$ cat config.mk
export PLATFORM = sky130hd
export DESIGN_NAME = vga_fade_output
export DESIGN_NICKNAME = d
export VERILOG_FILES = /design/src/rtl/vga_fade_output.sv
export SDC_FILE = /design/constraint.sdc
export NUM_CORES = 1
export LEC_CHECK = 0
export CAP_MARGIN = 20
export CELL_PAD_IN_SITES_DETAIL_PLACEMENT = 0
export CELL_PAD_IN_SITES_GLOBAL_PLACEMENT = 1
export CORE_ASPECT_RATIO = 0.75
export CORE_MARGIN = 2
export CORE_UTILIZATION = 25
export CTS_CLUSTER_SIZE = 24
export DETAILED_ROUTE_END_ITERATION = 8
export PLACE_DENSITY_LB_ADDON = 0.25
export SYNTH_ARGS = -nofsm -noshare
export SYNTH_HDL_FRONTEND = slang
export SYNTH_SLANG_ARGS = --single-unit
export TNS_END_PERCENT = 100
$ cat constraint.sdc
create_clock -name clk -period 3.1 [get_ports clk]
set_input_delay 0.465 -clock clk [delete_from_list [all_inputs] [get_ports clk]]
set_output_delay 0.465 -clock clk [all_outputs]
set_load 0.02 [all_outputs]
$ cat src/rtl/vga_fade_output.sv
// vga_fade_output: final pixel stage of the VGA path.
// Two-stage pipeline (input capture, then scale/blank/pack into uo_out) with a
// frame-synchronous brightness FSM: FADE_IN -> HOLD -> FADE_OUT -> DARK.
// Optional build macro: FADE_DITHER_EN replaces the constant rounding offset
// with a 2x2 ordered-dither offset.
module vga_fade_output #(
    parameter int STEP_FRAMES = 8,
    parameter int HOLD_FRAMES = 1800
) (
    input  logic       clk,
    input  logic       reset,
    input  logic       hsync_in,
    input  logic       vsync_in,
    input  logic       display_on,
    input  logic [5:0] rgb_in,
    input  logic       wake,
    output logic [7:0] uo_out,
    output logic [2:0] level,
    output logic [1:0] state
);

    typedef enum logic [1:0] {
        ST_FADE_IN  = 2'd0,
        ST_HOLD     = 2'd1,
        ST_FADE_OUT = 2'd2,
        ST_DARK     = 2'd3
    } state_e;

    localparam logic [7:0]  STEP_LAST = 8'(STEP_FRAMES - 1);
    localparam logic [15:0] HOLD_LAST = 16'(HOLD_FRAMES - 1);

    // Scale one 2-bit channel by level (0..4) with rounding offset d.
    // Product fits in 5 bits: 3*4+3 = 15, so the result never exceeds 3.
    function automatic logic [1:0] scale_chan(input logic [1:0] c,
                                              input logic [2:0] l,
                                              input logic [1:0] d);
        logic [4:0] p;
        p = ({3'b000, c} * {2'b00, l}) + {3'b000, d};
        return p[3:2];
    endfunction

    // Stage-1 pipeline registers
    logic [5:0]  rgb_q;
    logic        hsync_q;
    logic        vsync_q;
    logic        de_q;
    logic        vsync_prev_q;

    // Fade state
    state_e      state_q, state_d;
    logic [2:0]  level_q, level_d;
    logic [7:0]  step_cnt_q, step_cnt_d;
    logic [15:0] hold_cnt_q, hold_cnt_d;
    logic        wake_pend_q, wake_pend_d;

    // Stage-2 output register
    logic [7:0]  uo_q, uo_d;

    logic        tick_s;
    logic        wake_now_s;
    logic [1:0]  dith_s;

    // Falling edge of registered vsync marks the start of a new frame.
    assign tick_s     = vsync_prev_q & ~vsync_q;
    // A wake on the tick cycle itself is honoured at that tick.
    assign wake_now_s = wake_pend_q | wake;

`ifdef FADE_DITHER_EN
    logic px_q, px_d;
    logic ln_q, ln_d;

    // Pixel/line phase for the 2x2 Bayer pattern (0,2 / 3,1).
    always_comb begin
        px_d = 1'b0;
        ln_d = ln_q;
        if (de_q) begin
            px_d = ~px_q;
        end else begin
            px_d = 1'b0;
        end
        if (tick_s) begin
            ln_d = 1'b0;
        end else if (display_on && !de_q) begin
            ln_d = ~ln_q;
        end else begin
            ln_d = ln_q;
        end
    end

    // Dither phase registers.
    always_ff @(posedge clk) begin
        if (reset) begin
            px_q <= 1'b0;
            ln_q <= 1'b0;
        end else begin
            px_q <= px_d;
            ln_q <= ln_d;
        end
    end

    assign dith_s = {px_q ^ ln_q, ln_q};
`else
    assign dith_s = 2'd2;
`endif

    // Next-state logic of the fade FSM; everything advances only on a frame tick.
    always_comb begin
        state_d     = state_q;
        level_d     = level_q;
        step_cnt_d  = step_cnt_q;
        hold_cnt_d  = hold_cnt_q;
        wake_pend_d = wake_now_s;
        if (tick_s) begin
            // The pending wake is consumed (or ignored) by this tick.
            wake_pend_d = 1'b0;
            case (state_q)
                ST_FADE_IN: begin
                    if (level_q >= 3'd4) begin
                        // Entered from an early fade-out wake while still at full level.
                        level_d    = 3'd4;
                        state_d    = ST_HOLD;
                        hold_cnt_d = 16'd0;
                    end else if (step_cnt_q == STEP_LAST) begin
                        step_cnt_d = 8'd0;
                        level_d    = level_q + 3'd1;
                        if (level_q == 3'd3) begin
                            state_d    = ST_HOLD;
                            hold_cnt_d = 16'd0;
                        end else begin
                            state_d = ST_FADE_IN;
                        end
                    end else begin
                        step_cnt_d = step_cnt_q + 8'd1;
                    end
                end
                ST_HOLD: begin
                    if (wake_now_s) begin
                        hold_cnt_d = 16'd0;
                    end else if (hold_cnt_q == HOLD_LAST) begin
                        state_d    = ST_FADE_OUT;
                        step_cnt_d = 8'd0;
                    end else begin
                        hold_cnt_d = hold_cnt_q + 16'd1;
                    end
                end
                ST_FADE_OUT: begin
                    if (wake_now_s) begin
                        // Fade back in from wherever we are; level holds this tick.
                        state_d    = ST_FADE_IN;
                        step_cnt_d = 8'd0;
                    end else if (step_cnt_q == STEP_LAST) begin
                        step_cnt_d = 8'd0;
                        if (level_q <= 3'd1) begin
                            level_d = 3'd0;
                            state_d = ST_DARK;
                        end else begin
                            level_d = level_q - 3'd1;
                        end
                    end else begin
                        step_cnt_d = step_cnt_q + 8'd1;
                    end
                end
                ST_DARK: begin
                    level_d = 3'd0;
                    if (wake_now_s) begin
                        state_d    = ST_FADE_IN;
                        step_cnt_d = 8'd0;
                    end else begin
                        state_d = ST_DARK;
                    end
                end
                default: begin
                    state_d    = ST_FADE_IN;
                    level_d    = 3'd0;
                    step_cnt_d = 8'd0;
                    hold_cnt_d = 16'd0;
                end
            endcase
        end else begin
            wake_pend_d = wake_now_s;
        end
    end

    // Scale, blank and pack the stage-1 pixel into the output byte.
    always_comb begin
        logic [1:0] r_s;
        logic [1:0] g_s;
        logic [1:0] b_s;
        r_s = 2'd0;
        g_s = 2'd0;
        b_s = 2'd0;
        if (de_q) begin
            r_s = scale_chan(rgb_q[5:4], level_q, dith_s);
            g_s = scale_chan(rgb_q[3:2], level_q, dith_s);
            b_s = scale_chan(rgb_q[1:0], level_q, dith_s);
        end else begin
            r_s = 2'd0;
            g_s = 2'd0;
            b_s = 2'd0;
        end
        uo_d = {hsync_q, b_s[0], g_s[0], r_s[0], vsync_q, b_s[1], g_s[1], r_s[1]};
    end

    // Pipeline, FSM and counter registers with synchronous reset.
    always_ff @(posedge clk) begin
        if (reset) begin
            rgb_q        <= 6'd0;
            hsync_q      <= 1'b0;
            vsync_q      <= 1'b0;
            de_q         <= 1'b0;
            vsync_prev_q <= 1'b0;
            state_q      <= ST_FADE_IN;
            level_q      <= 3'd0;
            step_cnt_q   <= 8'd0;
            hold_cnt_q   <= 16'd0;
            wake_pend_q  <= 1'b0;
            uo_q         <= 8'h00;
        end else begin
            rgb_q        <= rgb_in;
            hsync_q      <= hsync_in;
            vsync_q      <= vsync_in;
            de_q         <= display_on;
            vsync_prev_q <= vsync_q;
            state_q      <= state_d;
            level_q      <= level_d;
            step_cnt_q   <= step_cnt_d;
            hold_cnt_q   <= hold_cnt_d;
            wake_pend_q  <= wake_pend_d;
            uo_q         <= uo_d;
        end
    end

    assign uo_out = uo_q;
    assign level  = level_q;
    assign state  = state_q;

endmodule

# Yosys cells after proc, flatten, opt, wreduce, memory -nomap -nowiden
# Index checks and enable logic that the tools add are counted.
# op_classes
n_reduce_logical	9
muxes	29
mul	3
addsub	7
eq_ne	17
n_bitwise	4
magnitude_cmp	2
# ops
operator	count
two-way mux 16 bit	5
two-way mux 8 bit	6
one-hot mux 16 bit (2 select lines)	1
one-hot mux 8 bit (4 select lines)	1
adder 16 x 1 -> 16 bit, second input constant	1
equality test 16 x 11 -> 1 bit, second input constant	1
two-way mux 2 bit	8
two-way mux 3 bit	5
!= test 3 bit, second input constant	5
AND reduction 5 bit	3
adder 4 x 2 -> 4 bit, second input constant	3
multiplier 2 x 3 -> 4 bit	3
!= test 2 bit, second input constant	6
one-hot mux 3 bit (3 select lines)	1
adder 8 x 1 -> 8 bit, second input constant	1
equality test 8 x 3 -> 1 bit, second input constant	1
one-hot mux 2 bit (4 select lines)	1
AND reduction 6 bit	1
equality test 2 bit, second input constant	2
OR reduction 2 bit	2
adder 3 x 1 -> 3 bit, second input constant	1
equality test 3 x 2 -> 1 bit, second input constant	1
greater-or-equal comparator 3 bit, second input constant	1
<= comparator 3 x 1 -> 1 bit, second input constant	1
9 further kinds	10
# word_totals
elab_cells	83
input_bits	12
reg_bits	48
output_inout_bits	13

# Depth between registers and ports, before layout
# logic_depth
word_depth	5
ltp_mapped	8
depth_no_buf	7

# Least setup slack after synthesis
# OpenSTA, ideal clock, no wires.
# synth_path
kind	flip-flop to flip-flop
startpoint	reg state_q[0] (netlist: state[0])
endpoint	reg hold_cnt_q[9]
synth_period_minus_slack_ns	2.175
n_path_buf	1
path_stages_with_launch	9
setup_time_ns	0.116
arrival_time_ns	2.059
setup_slack_ns	0.925
t_required_ns	2.984
path_cell_list	dfxtp_1 > inv_1 > ha_1 > nand2b_1 > a31oi_1 > or3_1 > buf_6 > o311a_1 > a31o_1
# synth_via
elab_chain_cells	3
word_cells_on_any_way	8
classes_between	eq/ne (4); mux (1); reduce/logical (3)
# synth_rtl
item	line_no	rtl
from (decl)	50	state_e state_q, state_d;
from (signal assigned)	224	state_q <= state_d;
equality test 2 x 1 -> 1 bit / zero test 2 bit (equally long branches)	116	case (state_q)
!= test 3 bit (no line) / nonzero test 2 bit (equally long branches)	-	
AND reduction 5 bit (no line)	-	
to (signal assigned)	227	hold_cnt_q <= hold_cnt_d;
to (decl)	53	logic [15:0] hold_cnt_q, hold_cnt_d;
# Several ways; a longest one is shown, not always the timed one.
# A chain may end at the register's enable or synchronous reset.

# Worst setup path after layout
# layout_path
startpoint	in wake
endpoint	reg hold_cnt_q[13]
# layout_via
elab_chain_cells	3
word_cells_on_any_way	5
classes_between	eq/ne (1); mux (2); bitwise (1); reduce/logical (1)
# layout_rtl
item	line_no	rtl
from (decl)	16	input logic wake,
OR 1 bit (*)	66	assign wake_now_s = wake_pend_q | wake;
!= test 3 bit (no line) / two-way mux 16 bit (equally long branches)	-	
AND reduction 5 bit (no line) / one-hot mux 16 bit (2 select lines) (equally long branches)	-	
# Mark *: on every way between the ends. The rest lies on a longest branch, timed or not.

==> impl_metrics.ini <==
[clock_tree]
post_cts_buffers = 0
worstSkewPairLatency_ps = 290
cts_made_buffers = 5
cts_tree = done
ctsLongestPathBuffers = 2
cts_hold_buf = 0
post_cts_resized = 0
clock-sinks = 47
h-tree-depth = 2
cts.clk_slew.worst_paths_ps = 60
clock-root-buffer = clkbuf_16

[die]
start_util_pct = 25.5
num_rows = 33
dieArea_sq_um = 12000
die_w_um = 126
core_sq_um = 10900
io_pins = 25
die_h_um = 95.3

[power]
netSwitchingPower_mw = 0.269
internal_power_mw = 0.958
combPwrFrac_pct = 4.0
power.density_nw_per_um2 = 375
ir_drop_mv = 0.173
clockPowerShare_pct = 45.6
leakagePower_nw = 1.11
power.total_mw = 1.23
switching_share_pct = 21.9
p_seq_share_pct = 50.4

[synth]
ys_types = 67
syn_area_sq_um = 2780
synthCells = 311
syn_nets = 340
syn_area_per_cell_sq_um = 8.94
synthFlopType = dfxtp_1
synth_area_leaders = dfxtp_1 (34%), ha_1 (7.7%), a21oi_1 (4.3%)
ys_seq_elements = 47
ys_seq_area_share_pct = 33.9
yosysTopAreaCellShare_pct = 33.9
synth_edf_count = 0
yosysTopAreaCell = dfxtp_1
async_reset_ff_share_pct = 0
yosysWarningCount = 0

[hold_path]
worst_hold_path.endpoint = uo_out[7]
min_path_cells = 1
min_from = hsync_q
hold_path.class = reg -> reg

[grt]
grt_antenna_before_repair = 0
grt_max_degree = 17
track_usage_pct = 12.3
grt_pass1_vias = 2288
grt_overflow = 0
grt_first_pass_wirelength_um = 11700

[sta]
final.period_utilization_pct = 79.7
holdWs_ps = 445
max_slew_margin_pct = 36.7
finalHoldViolations = 0
finClkSkew_ps = 13.8
fmax_ghz = 0.405
worst_slew_pin_slew_ps = 948
min_period_ps = 2470
finalSetupTns_ps = 0
slew_violations = 0
grt_setup_unrepaired = no
setup_viol = 0

[detailed_routing]
drc = 0
ant_nets = 0
post_drt_via_cell_ratio = 5.09
wire_per_inst_um = 15.0
route.met2.wl_um = 2890
wl_met3_um = 335
num_vias = 2384
top_layer = met4
dr.first_iter.drc_count = 118
wl_met1_um = 3700
first_pass_iters = 4
totalWireLength_um = 7020

[worst_setup_path]
cp.arrival_ps = 2690
crit_slowest_cell = clkdlybuf4s50_1
crit_type = in -> reg
worstPathMaxFanout = 14
worstPathCellList = clkdlybuf4s50_1 -> nor2_2 -> nand2_2 -> nor4b_2 -> buf_4 -> or3b_2 -> a21oi_1
start_kind = primary input
endpoint_kind = flop
slowest_delay_ps = 510
reg2regPathDepth = 6
cp-startpoint = wake
r2r-end = hold_cnt_q[9]
rrSetupSlack_ps = 760
required_ps = 3320
r2r-start = level[1]

[run_status]
outcome = finished, final reports clean

[placed_design]
place_area_sq_um = 3120
dpl.hpwl_um = 5140
port_buffers = 24
gp_congestion = 0.775

[layout]
finalNetCount = 356
final_common_cell = dfxtp_1
antenna_cells = 0
final_cell_area_sq_um = 3270
drive_gt1_share_pct = 11.3
area_growth_pct = 17.7
final_cell_mix = dfxtp_1 (47), a21oi_1 (24), nand2_1 (23), clkdlybuf4s50_1 (23), ha_1 (17)

[job]
cap_violations = 0
==> final cells by class <==
cell class              count  area (sq um)
fillers                  1187          7630
multi-input cells         237          1700
inverters                   7          26.3
clock inverters             1          8.76
flip-flops and latches     47           941
clock buffers               7           143
well taps                 140           175
repair buffers             29           273
==> cells in the mapped netlist, types with 4 or more instances <==
| cell type | n |
|---|---|
| a21oi_1 | 24 |
| a22o_1 | 4 |
| a311oi_2 | 5 |
| a31oi_1 | 4 |
| a32o_1 | 5 |
| a41oi_1 | 4 |
| and2_1 | 10 |
| buf_2 | 5 |
| clkbuf_1 | 10 |
| dfxtp_1 | 47 |
| ha_1 | 17 |
| inv_1 | 6 |
| nand2_1 | 23 |
| nand2b_1 | 4 |
| nand3_1 | 13 |
| nand4_1 | 10 |
| nor2_1 | 10 |
| nor2b_1 | 15 |
| nor3_1 | 12 |
| o21ai_0 | 7 |
| o31ai_1 | 7 |
| xnor2_1 | 6 |
==> power by group through the flow <==
stage | Combinational [mW] | Clock, mW | Sequential, mW
after global placement | 0.0501 | 0 | 0.632
final | 0.0496 | 0.560 | 0.618
after detailed placement | 0.0504 | 0 | 0.632
after global routing | 0.0543 | 0.610 | 0.619
after CTS | 0.0505 | 0.577 | 0.618
after floorplan | 0.0258 | 0 | 0.631
==> state kept, by name, summed over array words and instances (netlist names) <==
register and flops:
hold_cnt_q 16, vsync_q 1, level 3, hsync_q 1, wake_pend_q 1, state 2
uo_out 8, step_cnt_q 8, rgb_q 6, de_q 1
==> worst max-delay path by stage <==
| stage | endpoint | slack [ps] | cells past startpoint |
|---|---|---|---|
| after floorplan | hold_cnt_q[9] | 930 | 8 |
| after global routing | hold_cnt_q[13] | 520 | 7 |
| after detailed placement | hold_cnt_q[13] | 310 | 7 |
| after global placement | hold_cnt_q[13] | 380 | 7 |
| final | hold_cnt_q[13] | 630 | 7 |
| after CTS | hold_cnt_q[13] | 620 | 7 |
==> per-stage QoR <==
step                      std cells  worst slack [ps]  util [%]
final                           468               631      30.0
after global routing            468               519      30.0
after CTS                       468               617      30.0
after detailed placement        460               313      28.6
after global placement          460               385      28.6
after floorplan                 311               925         -
==> logic make-up after synthesis <==
logic type	share of synthesized area [%]
fa+ha+maj	7.65
xor+xnor	1.89
flops	33.9
mux	0.765
compound gates	22.2
buf+inv	4.82
simple gates	28.8
==> critical path, delay by kind of cell <==
kind | cells | cell delay, ps
AOI/OAI and AO/OA | 1 | 140
buffers and inverters | 2 | 760
and+or+nand+nor | 4 | 1330
==> metal layers <==
layer | vias up | global-route usage, %
li1 | 1205 | -
met1 | 1115 | 18.1
met2 | 57 | 17.7
met3 | 7 | 2.36
met4 | 0 | 4.76
met5 | - | 0
No activity file was read; power rests on OpenSTA's default activity.
